## src/rtl/acc_arb_pkg.sv

```systemverilog
// Shared constants for the accumulator writeback bus arbiter: default widths,
// output-stage state encoding and requester indices.
package acc_arb_pkg;

  localparam int unsigned DEF_DATA_W = 34;
  localparam int unsigned DEF_CNT_W  = 16;

  localparam logic EMPTY = 1'b0;
  localparam logic FULL  = 1'b1;

  localparam logic REQ0 = 1'b0;
  localparam logic REQ1 = 1'b1;

endpackage

```

## src/rtl/acc_bus_arbiter_rr_arb2.sv

```systemverilog
// Combinational two-way round-robin arbiter: on contention the requester that
// did not win last time is granted.
module rr_arb2
  import acc_arb_pkg::*;
(
  input  logic [1:0] valid,
  input  logic       last_gnt,
  output logic       gnt_vld,
  output logic       gnt_idx
);

  always_comb begin
    gnt_vld = |valid;
    if (&valid) begin
      gnt_idx = ~last_gnt;
    end else if (valid[1]) begin
      gnt_idx = REQ1;
    end else begin
      gnt_idx = REQ0;
    end
  end

endmodule

```

## src/rtl/acc_bus_arbiter.sv

```systemverilog
// Two-requester round-robin arbiter with a one-entry registered output stage
// for the accumulator writeback bus. Define ACC_ARB_STATS_EN for grant counters.
module acc_bus_arbiter
  import acc_arb_pkg::*;
#(
  parameter int unsigned DATA_W = DEF_DATA_W,
  parameter int unsigned CNT_W  = DEF_CNT_W
) (
  input  logic              clk,
  input  logic              rst_n,
  input  logic              req0_valid,
  input  logic [DATA_W-1:0] req0_data,
  output logic              req0_ready,
  input  logic              req1_valid,
  input  logic [DATA_W-1:0] req1_data,
  output logic              req1_ready,
  output logic              out_valid,
  output logic [DATA_W-1:0] out_data,
  output logic              out_src,
  input  logic              out_ready,
  output logic              mux_sel
`ifdef ACC_ARB_STATS_EN
  ,
  output logic [CNT_W-1:0]  gnt_cnt0,
  output logic [CNT_W-1:0]  gnt_cnt1
`endif
);

  logic state_q;
  logic last_gnt_q;
  logic gnt_vld;
  logic gnt_idx;
  logic load;
  logic xfer;
  logic [DATA_W-1:0] sel_data;

  rr_arb2 u_rr_arb2 (
    .valid    ({req1_valid, req0_valid}),
    .last_gnt (last_gnt_q),
    .gnt_vld  (gnt_vld),
    .gnt_idx  (gnt_idx)
  );

  // Gating with rst_n keeps any handshake from completing while reset is held.
  assign load       = rst_n & ((state_q == EMPTY) | out_ready);
  assign xfer       = load & gnt_vld;
  assign req0_ready = xfer & (gnt_idx == REQ0) & req0_valid;
  assign req1_ready = xfer & (gnt_idx == REQ1) & req1_valid;
  assign mux_sel    = gnt_vld ? gnt_idx : last_gnt_q;
  assign sel_data   = mux_sel ? req1_data : req0_data;
  assign out_valid  = (state_q == FULL);

  always_ff @(posedge clk or negedge rst_n) begin
    if (!rst_n) begin
      state_q    <= EMPTY;
      last_gnt_q <= REQ1;
      out_data   <= '0;
      out_src    <= REQ0;
    end else if (xfer) begin
      state_q    <= FULL;
      last_gnt_q <= gnt_idx;
      out_data   <= sel_data;
      out_src    <= gnt_idx;
    end else if ((state_q == FULL) && out_ready) begin
      state_q <= EMPTY;
    end
  end

`ifdef ACC_ARB_STATS_EN
  always_ff @(posedge clk or negedge rst_n) begin
    if (!rst_n) begin
      gnt_cnt0 <= '0;
      gnt_cnt1 <= '0;
    end else begin
      if (req0_ready && (gnt_cnt0 != '1)) gnt_cnt0 <= gnt_cnt0 + CNT_W'(1);
      if (req1_ready && (gnt_cnt1 != '1)) gnt_cnt1 <= gnt_cnt1 + CNT_W'(1);
    end
  end
`else
  logic [CNT_W-1:0] unused_cnt_w;
  assign unused_cnt_w = '0;
`endif

endmodule

```

## config.mk

```make
export PLATFORM = sky130hd
export DESIGN_NAME = acc_bus_arbiter
export DESIGN_NICKNAME = d
export VERILOG_FILES = /design/src/rtl/acc_arb_pkg.sv /design/src/rtl/acc_bus_arbiter_rr_arb2.sv /design/src/rtl/acc_bus_arbiter.sv
export SDC_FILE = /design/constraint.sdc
export NUM_CORES = 1
export LEC_CHECK = 0
export ABC_CLOCK_PERIOD_IN_PS = 4140
export CORE_ASPECT_RATIO = 1.5
export CORE_MARGIN = 5
export CORE_UTILIZATION = 43
export CTS_BUF_LIST = sky130_fd_sc_hd__clkbuf_8
export DETAILED_ROUTE_END_ITERATION = 10
export PLACE_DENSITY = 0.87
export SYNTH_ARGS = -nofsm -noshare
export SYNTH_HDL_FRONTEND = slang
export SYNTH_SLANG_ARGS = --single-unit
```

## constraint.sdc

```tcl
create_clock -name clk -period 4.14 [get_ports clk]
set_clock_uncertainty 0.15 [all_clocks]
set_input_delay 0.828 -clock clk [delete_from_list [all_inputs] [get_ports clk]]
set_output_delay 0.828 -clock clk [all_outputs]
set_load 0.05 [all_outputs]
```

# After elaboration in Yosys (flattened, before gate mapping)
# Index checks and enable logic that the tools add are counted.
# W data, S select, Z words.
[totals]
wordCells = 24
mem_count = 0
register_bits = 37
rom_bits = 0
ramBits = 0
latchBits = 0
out_inout_bits = 39
[op_classes]
n_addsub = 0
n_bitwise = 10
magnitude_cmp = 0
n_div = 0
muxes = 6
reduce_logical = 4
n_eq_ne = 0
mul = 0
n_shift = 0
[op_table]
columns = ["op", "n"]
rows = [
  ["$mux W34", 1],
  ["$and A1 B1 Y1", 6],
  ["$mux W1", 5],
  ["$not A1 Y1", 3],
  ["$reduce_and A2 Y1", 1],
  ["$reduce_bool A2 Y1", 1],
  ["$reduce_or A2 Y1", 1],
  ["$logic_and A1 B1 Y1", 1],
  ["$or A1 B1 Y1", 1],
]

# Depth between registers and ports, before layout
# Gate-level depths: netlist of the first run.
[depth]
word_depth = 6
ltp_mapped = 6

# By module
# A second synthesis of the first run with hierarchy kept.
[hier_totals]
hier_cells = 124
hier_area_um2 = 1845.5
[modules_own_cells]
columns = ["mod", "cells_each", "n_inst", "seq_area_each_um2", "area_each_um2"]
rows = [
  ["acc_bus_arbiter", 122, 1, 927.1, 1831.8],
  ["rr_arb2", 2, 1, 0.0, 13.8],
]

# Worst setup path before layout of the first run
# OpenSTA, ideal clock, no wires.
[synth_path]
path_type = "input -> output"
from = "input port req0_valid"
to = "output port mux_sel"
arrival_time_ps = 1902
path_slack_ps = 1260
path_buffers = 2
stages = 4
required_ps = 3162
cell_sequence = "and2_1 buf_2 buf_2 nor2_1"
[synth_via]
elab_chain_len = 3
word_cells_on_any_way = 4
cone_classes = "2 x mux; 2 x reduce/logical"
[synth_lines]
columns = ["item", "line_no", "source"]
rows = [
  ["start, declared", "acc_bus_arbiter.sv:11", "input logic req0_valid,"],
  ["$reduce_and A2 Y1", "acc_bus_arbiter_rr_arb2.sv:14", "if (&valid) begin"],
  ["$mux W1", "acc_bus_arbiter_rr_arb2.sv:14", ""],
  ["$mux W1 *", "acc_bus_arbiter.sv:49", "assign mux_sel = gnt_vld ? gnt_idx : last_gnt_q;"],
  ["end, declared", "acc_bus_arbiter.sv:21", "output logic mux_sel"],
]
# Every way passes the cells marked *; elsewhere a longest branch is shown, timed or not.

# Final worst setup path of the first run
[layout_path]
from = "input port out_ready"
to = "output port req0_ready"
[layout_via]
elab_chain_len = 5
[layout_lines]
columns = ["item", "line_no", "source"]
rows = [
  ["start, declared", "acc_bus_arbiter.sv:20", "input logic out_ready,"],
  ["$or A1 B1 Y1", "acc_bus_arbiter.sv:45", "assign load = rst_n & ((state_q == EMPTY) | out_ready);"],
  ["$and A1 B1 Y1", "acc_bus_arbiter.sv:45", ""],
  ["$and A1 B1 Y1", "acc_bus_arbiter.sv:46", "assign xfer = load & gnt_vld;"],
  ["$and A1 B1 Y1 (2 in series)", "acc_bus_arbiter.sv:47", "assign req0_ready = xfer & (gnt_idx == REQ0) & req0_valid;"],
  ["end, declared", "acc_bus_arbiter.sv:13", "output logic req0_ready,"],
]
# No other way between the ends.

==> results.json, run 1 <==
{
  "status": "finished clean",
  "synth_edf_count": 0,
  "clockBufferDepth": 2,
  "grt-busiest-layer": "met2",
  "setup_viol": 0,
  "worst_pin_slew_ns": 0.659,
  "synth.avg_cell_area_um2": 9.57,
  "path_max_fanout": 24,
  "fmax_ghz": 0.316,
  "drc": 0,
  "antenna_found_initial": 0,
  "cp-start-kind": "primary input",
  "powerDensity_nw_per_um2": 470,
  "grtUsageMet1_pct": 24.2,
  "period_share_pct": 76.5,
  "initial_utilization_pct": 43.5,
  "netlist_area_um2": 2080,
  "yosysWarnings": 0,
  "grt_start_max_net_pins": 39,
  "async_flop_share_pct": 100,
  "cpLargestDelayFamily": "buffers and inverters",
  "finalNetCount": 390,
  "synth_nets": 290,
  "tritoncts": "built",
  "grt_pass1_wl_mm": 10.7,
  "synth_cell_types": 23,
  "synth_area_leaders": "dfrtp_1 43%, a31oi_2 18%, a21oi_1 8.2%, nand3_1 8.2%, o21ai_0 8.0%",
  "fillers": 389,
  "grt_pass1_vias": 2187,
  "antenna_left": 0,
  "cts_resized": 0,
  "synth-seq-area-share_pct": 44.6,
  "p_leak_nw": 1.23,
  "drv_cap": 0,
  "cp_slowest_cell": "clkdlybuf4s50_1",
  "via_per_inst": 5.61,
  "worstSkewPairLatency_ns": 0.28,
  "cts_hold_buf": 0,
  "dieArea_um2": 6350,
  "io_buffers": 111,
  "dp.final_hpwl_mm": 4.88,
  "die_w_um": 66.7,
  "ir_drop_mv": 0.249,
  "slew_headroom_pct": 56.1,
  "met3_usage_pct": 3.89,
  "cts_buffers": 5,
  "grt_overflow": 0,
  "tns_ns": 0,
  "worstSetupPathType": "in2out",
  "cts-root-buf": "clkbuf_8",
  "yosysMostFrequentCell": "dfrtp_1",
  "wl_per_cell_um": 18.0,
  "vias": 2156,
  "hold_viol": 0,
  "clock-sinks": 37,
  "dieHeight_um": 95.1,
  "n_antenna_cell": 0,
  "hold_slack_ns": 0.398,
  "fin_crit_ns": 3.17,
  "drive_gt1_share_pct": 17.0,
  "postCtsSetupBuffers": 0,
  "end_kind": "output pin",
  "gp_congestion": 0.842,
  "clk_pin_slew_ns": 0.07,
  "synth_seq_cells": 37,
  "cpPeakStageDelay_ns": 0.45,
  "slew_viol_final": 0,
  "synth_flop_cell": "dfrtp_1",
  "core-area_um2": 4770,
  "synth_top_area_cell": "dfrtp_1",
  "num_io_pins": 112,
  "dr.pass1.iters": 4,
  "arrival_ns": 2.19,
  "track_usage_pct": 22.0,
  "cts_max_level": 2,
  "use_met2_pct": 38.4,
  "num_rows": 31,
  "rsz0062_at_grt": "no",
  "hold_path.class": "reg2reg",
  "synth_top_area_share_pct": 43.4,
  "final_util_pct": 69.2,
  "required_ns": 3.16,
  "area_growth_pct": 58.9,
  "crit_chain": "clkdlybuf4s50_1 -> nand2b_1 -> buf_4 -> and2_4 -> and3_1 -> buf_12",
  "path_buf_inv": 3,
  "drtIter0Drc": 123,
  "wirelength_mm": 6.91,
  "synth_common_cells": "36 x dfrtp_1, 34 x a21oi_1, 34 x nand3_1",
  "netlist_instances": 217
}
==> final cells by class <==
class	count	area, um2	area share (%)
multi-input combinational	150	990	30.0
inverter	4	15.0	0.455
timing repair buffer	119	1180	35.9
tap	66	82.6	2.50
clock inverter	1	5.00	0.152
sequential	37	927	28.1
clock buffer	7	96.3	2.92
==> power by group <==
group | total [mW] | switching, mW | internal [mW]
Sequential | 0.487 | 0.0464 | 0.441
Combinational | 0.782 | 0.496 | 0.286
Clock | 0.281 | 0.130 | 0.151
==> state kept, by name (all words and copies together), names as in the netlist <==
name / count
out_src: 1
last_gnt_q: 1
out_valid: 1
out_data: 34
==> metrics by stage <==
| stage | cell area (um2) | std cells | power [mW] | worst slack [ns] |
|---|---|---|---|---|
| 6_report | 3300 | 384 | 1.55 | 0.971 |
| 3_5_place_dp | 3200 | 376 | 1.28 | 0.980 |
| 4_1_cts | 3300 | 384 | 1.56 | 0.964 |
| 3_3_place_gp | 3200 | 376 | 1.26 | 0.982 |
| 2_1_floorplan | 2080 | 217 | 0.987 | 1.26 |
| 5_1_grt | 3300 | 384 | 1.62 | 0.876 |
==> cell usage in the layout (no fill, tap or decap) <==
cell / netlist / routed
dfstp_2: 1 / 1
buf_2: 7 / 1
and2_1: 1 / 1
nand4_1: 1 / 1
a31oi_1: 4 / 4
buf_4: 0 / 9
clkinv_2: 0 / 1
inv_1: 4 / 4
nand3_1: 34 / 34
clkdlybuf4s50_1: 0 / 107
o21ai_0: 33 / 33
a31oi_2: 30 / 30
dfrtp_1: 36 / 36
nor2_2: 0 / 1
nand2b_1: 1 / 1
o21a_1: 1 / 1
nand2_1: 3 / 3
nor2_1: 2 / 1
a21oi_1: 34 / 34
buf_12: 0 / 2
clkbuf_8: 0 / 7
o21ai_1: 3 / 3
and2_4: 1 / 1
or2_2: 1 / 1
and3_1: 1 / 1
==> layer usage <==
layer  vias up  share of wire (%)
met2        93                 54
li1       1001                  -
met4         0                5.4
met5         -                  0
met1      1036                 35
met3        26                5.2
==> worst paths after layout <==
check                                   from      endpoint  slack, ns  cells after the start
worst max-delay path               out_ready    req0_ready       0.97                      6
max in group asynchronous              rst_n    last_gnt_q       3.03                      2
worst min-delay path            out_data[17]  out_data[17]       0.40                      2
worst min register to register  out_data[17]  out_data[17]       0.40                      2
worst max register to register     out_valid  out_data[28]       2.28                      5
min in group asynchronous              rst_n  out_data[15]       0.46                      2
==> logic make-up (layout without fill, tap and decap cells) <==
family,Yosys count,count (layout),synth area share (%)
buffers and inverters,30,131,7.83
AO/OA/AOI/OAI,105,105,36.5
AND/OR/NAND/NOR,45,45,11.0
flip-flops,37,37,44.6
==> tightest hold or removal path: stages (launching register included) <==
cell,delay [ns]
dfrtp_1,0.34
a21oi_1,0.04
a31oi_1,0.12
Power figures use the tool's default switching activity.
==> inputs of run 2 (changes only) <==
- ABC_CLOCK_PERIOD_IN_PS: 4140 -> 2700
- CORE_UTILIZATION: 43 -> 36
- PLACE_DENSITY: 0.87 -> 0.78
- clock period: 4.14 -> 2.7 ns (I/O delays scaled with it)
==> run 2 against run 1 <==
  * Final cell count up 1.8%
  * Sequential share of layout area decreased by 0.13 points
  * Non-clock buffer count is 1 higher
  * Total power is 53% higher
  * Critical endpoint unchanged
  * Final area grew 0.46%
  * Highest routed layer unchanged
  * Die area rose by 17%
==> results.json, run 2 (synthesis results as in run 1) <==
{
  "dp.final_hpwl_mm": 4.81,
  "die_w_um": 72.0,
  "rsz0062_at_grt": "no",
  "antenna_found_initial": 0,
  "grt_pass1_wl_mm": 10.5,
  "period_share_pct": 90.6,
  "cts-root-buf": "clkbuf_8",
  "wl_per_cell_um": 17.6,
  "tns_ns": 0,
  "fin_crit_ns": 2.45,
  "drv_cap": 0,
  "clockBufferDepth": 2,
  "dp_slack_ns": 0.262,
  "dieArea_um2": 7420,
  "postCtsSetupBuffers": 0,
  "drtIter0Drc": 126,
  "power_frac_seq_pct": 31.4,
  "cts_buffers": 5,
  "hold_path.class": "in2async",
  "hold_slack_ns": 0.0982,
  "vias": 2100,
  "clock-sinks": 37,
  "grt_start_max_net_pins": 37,
  "cp-start-kind": "primary input",
  "drc": 0,
  "largest_register_ffs": 34,
  "drive_gt1_share_pct": 17.2,
  "dieHeight_um": 103,
  "initial_utilization_pct": 36.4,
  "worstSetupPathType": "in2out",
  "path_max_fanout": 5,
  "core-area_um2": 5700,
  "dr.pass1.iters": 4,
  "via_per_inst": 5.37,
  "fillers": 519,
  "antenna_left": 0,
  "ir_drop_mv": 0.406,
  "p_comb_share_pct": 50.5,
  "finalNetCount": 391,
  "powerDensity_nw_per_um2": 716,
  "worst_pin_slew_ns": 0.703,
  "n_antenna_cell": 0,
  "wirelength_mm": 6.89,
  "area_growth_pct": 59.6,
  "setup_viol": 0,
  "cellInternalPower_mw": 1.35,
  "track_usage_pct": 18.3,
  "cts_max_level": 2,
  "tritoncts": "built",
  "grt_overflow": 0,
  "slew_headroom_pct": 53.1,
  "cts_hold_buf": 0,
  "worstSkewPairLatency_ns": 0.28,
  "grt_pass1_vias": 2124,
  "num_io_pins": 112,
  "pwr-share-clk_pct": 18.1,
  "hold_viol": 0,
  "fmax_ghz": 0.409,
  "layout_commonest_cell": "clkdlybuf4s50_1",
  "final_cell_mix": "107 x clkdlybuf4s50_1, 36 x dfrtp_1, 34 x nand3_1, 34 x a21oi_1, 33 x o21ai_0",
  "io_buffers": 111,
  "status": "finished clean",
  "power.switching_mw": 1.03,
  "end_kind": "output pin",
  "p_leak_nw": 1.23,
  "cts_resized": 0,
  "required_ns": 2.01,
  "arrival_ns": 1.76,
  "slew_viol_final": 0,
  "fin_ws_ns": 0.254,
  "switching_share_pct": 43.3,
  "num_rows": 34,
  "gp_congestion": 0.755,
  "clk_pin_slew_ns": 0.08,
  "top_register": "out_data"
}
## run 2: path summary, 6_finish.rpt
kind	from	to	slack [ns]	depth (start not counted)
worst max-delay path	req1_valid	req0_ready	0.25	5
worst min-delay path	rst_n	out_data[21]	0.1	2
worst max register to register	last_gnt_q	out_data[29]	0.92	3
worst min register to register	out_src	out_src	0.40	2
max in group asynchronous	rst_n	last_gnt_q	1.98	2
min in group clk	out_src	out_src	0.40	2
## run 2: final cells by class
class	instances	area (um2)	share of cell area [%]
clock buffers	7	96.3	2.91
flip-flops and latches	37	927	28.0
multi-input cells	150	990	29.9
repair buffers	120	1190	35.9
inverters	4	15.0	0.453
clock inverters	1	5.00	0.151
well taps	72	90.1	2.72
## run 2: per-layer routing
metal / GRT usage (%) / share of wire (%)
met1: 19.9 / 37
met2: 34.1 / 53
met3: 2.63 / 5.1
met4: 9.12 / 4.2
met5: 0 / 0
## run 2: through the flow
stage	util (%)	total power, mW	area [um2]	std cells
floorplan	-	1.51	2080	217
global placement	56.4	1.94	3210	383
detailed placement	56.4	1.96	3210	383
CTS	58.1	2.39	3310	391
global route	58.1	2.49	3310	391
finish	58.1	2.37	3310	391
## run 2: power groups by stage
stage	registers, mW	clock network [mW]	logic, mW
4_1_cts	0.745	0.438	1.21
3_3_place_gp	0.748	0	1.19
6_report	0.744	0.429	1.20
2_1_floorplan	1.16	0	0.349
5_1_grt	0.764	0.466	1.26
3_5_place_dp	0.754	0	1.21
## run 2: worst max-delay path, stage by stage
cell	delay, ns
clkdlybuf4s50_1	0.49
o21a_1	0.23
and2_4	0.15
and3_1	0.19
buf_12	0.15
==> inputs of run 3 (changes only) <==
- CTS_BUF_LIST: sky130_fd_sc_hd__clkbuf_8 -> sky130_fd_sc_hd__clkbuf_4 sky130_fd_sc_hd__clkbuf_8
- RECOVER_POWER: not set -> 25
- TNS_END_PERCENT: not set -> 100
==> run 3 against run 2 <==
  * Sequential power barely moved
  * Fmax barely moved
  * Global-route usage did not move
  * Critical path depth did not move
  * Critical endpoint unchanged
  * Largest cell class unchanged
==> results.json, run 3 (synthesis results as in run 1) <==
{
  "status": "finished clean",
  "reg2reg_depth": 3,
  "vias": 2105,
  "hold_path.class": "in2async",
  "seq_area_um2": 927,
  "grt_overflow": 0,
  "dp.final_hpwl_mm": 4.81,
  "cts-root-buf": "clkbuf_8",
  "num_io_pins": 112,
  "rr_startpoint": "last_gnt_q",
  "via_per_inst": 5.38,
  "drive_gt1_share_pct": 16.3,
  "clk_pin_slew_ns": 0.08,
  "end_kind": "output pin",
  "powerDensity_nw_per_um2": 717,
  "p_leak_nw": 1.22,
  "cts_buffers": 5,
  "fin_crit_ns": 2.45,
  "slew_viol_final": 0,
  "top_register": "out_data",
  "grt_pass1_wl_mm": 10.5,
  "gp_congestion": 0.755,
  "cts_resized": 0,
  "clock-sinks": 37,
  "clockBufferDepth": 2,
  "dieHeight_um": 103,
  "drtIter0Drc": 142,
  "core-area_um2": 5700,
  "startpoint": "req1_valid",
  "area_growth_pct": 59.2,
  "die_w_um": 72.0,
  "worstSetupPathType": "in2out",
  "worstSkewPairLatency_ns": 0.28,
  "cts_hold_buf": 0,
  "period_share_pct": 90.6,
  "io_buffers": 111,
  "dr.pass1.iters": 4,
  "antenna_left": 0,
  "hold_viol": 0,
  "grt_pass1_vias": 2124,
  "tritoncts": "built",
  "fillers": 521,
  "fin_ws_ns": 0.253,
  "worst_pin_slew_ns": 1.20,
  "tns_ns": 0,
  "layout_commonest_cell": "clkdlybuf4s50_1",
  "track_usage_pct": 18.3,
  "dieArea_um2": 7420,
  "cp-start-kind": "primary input",
  "path_max_fanout": 5,
  "initial_utilization_pct": 36.4,
  "multi_input_area_um2": 990,
  "ir_drop_mv": 0.407,
  "final_cell_mix": "107 x clkdlybuf4s50_1, 36 x dfrtp_1, 34 x nand3_1, 34 x a21oi_1, 33 x o21ai_0",
  "postCtsSetupBuffers": 0,
  "crit_end": "req0_ready",
  "num_rows": 34,
  "cts_max_level": 2,
  "fmax_ghz": 0.409,
  "required_ns": 2.01,
  "wl_per_cell_um": 17.6,
  "n_antenna_cell": 0,
  "rsz0062_at_grt": "no",
  "drv_cap": 0,
  "rr_endpoint": "out_data[29]",
  "antenna_found_initial": 0,
  "finalNetCount": 391,
  "r2r_setup_slack_ns": 0.92,
  "grt_start_max_net_pins": 37,
  "arrival_ns": 1.76,
  "setup_viol": 0,
  "wirelength_mm": 6.88,
  "drc": 0,
  "slew_headroom_pct": 20.1,
  "dp_slack_ns": 0.262,
  "largest_register_ffs": 34
}
-- run 3: cell types whose count changed in the layout (fill, tap and decap cells not counted), sizes merged --
| cell | change |
|---|---|
| clkbuf | +3 |
| buf | -3 |
-- run 3: where the power goes --
group          internal [mW]  switching [mW]  total (mW)
sequential             0.676          0.0682       0.744
combinational          0.437           0.759        1.20
clock                  0.231           0.199       0.430
total                   1.34            1.03        2.37
-- run 3: per-layer routing --
layer	vias up	wire length (um)	GRT usage (%)	share of wire (%)
li1	1003	-	-	-
met1	1002	2520	19.9	37
met2	78	3760	34.1	55
met3	22	323	2.63	4.7
met4	0	276	9.12	4.0
met5	-	0	0	0
-- run 3: worst max-delay path, stage by stage --
cell and delay (ns):
clkdlybuf4s50_1 0.49, o21a_1 0.23, and2_4 0.15, and3_1 0.19, buf_12 0.15
-- run 3: per-stage QoR --
step	hold WS [ns]	cell area [um2]	std cells	power, mW	util, %
after CTS	0.0900	3310	391	2.39	58.1
after global placement	0.374	3210	383	1.94	56.4
after global routing	0.417	3310	391	2.48	58.0
final	0.395	3310	391	2.37	58.0
after detailed placement	0.389	3210	383	1.96	56.4
after floorplan	0.0944	2080	217	1.51	-
-- run 3: how the worst min path moves through the flow --
stage	startpoint	end	slack (ns)	depth (start not counted)
after global placement	out_src	out_src	0.37	2
after floorplan	rst_n	out_data[0]	0.09	0
after detailed placement	out_data[15]	out_data[15]	0.39	2
after CTS	rst_n	out_data[29]	0.09	2
after global routing	out_src	out_src	0.42	2
final	rst_n	out_data[21]	0.40	2
-- run 3: area by class of cell --
type                    count  area share (%)
inverters                   4           0.454
flip-flops and latches     37            28.0
clock buffers               7            2.91
well taps                  72            2.73
repair buffers            120            35.8
clock inverters             1           0.151
multi-input cells         150            29.9
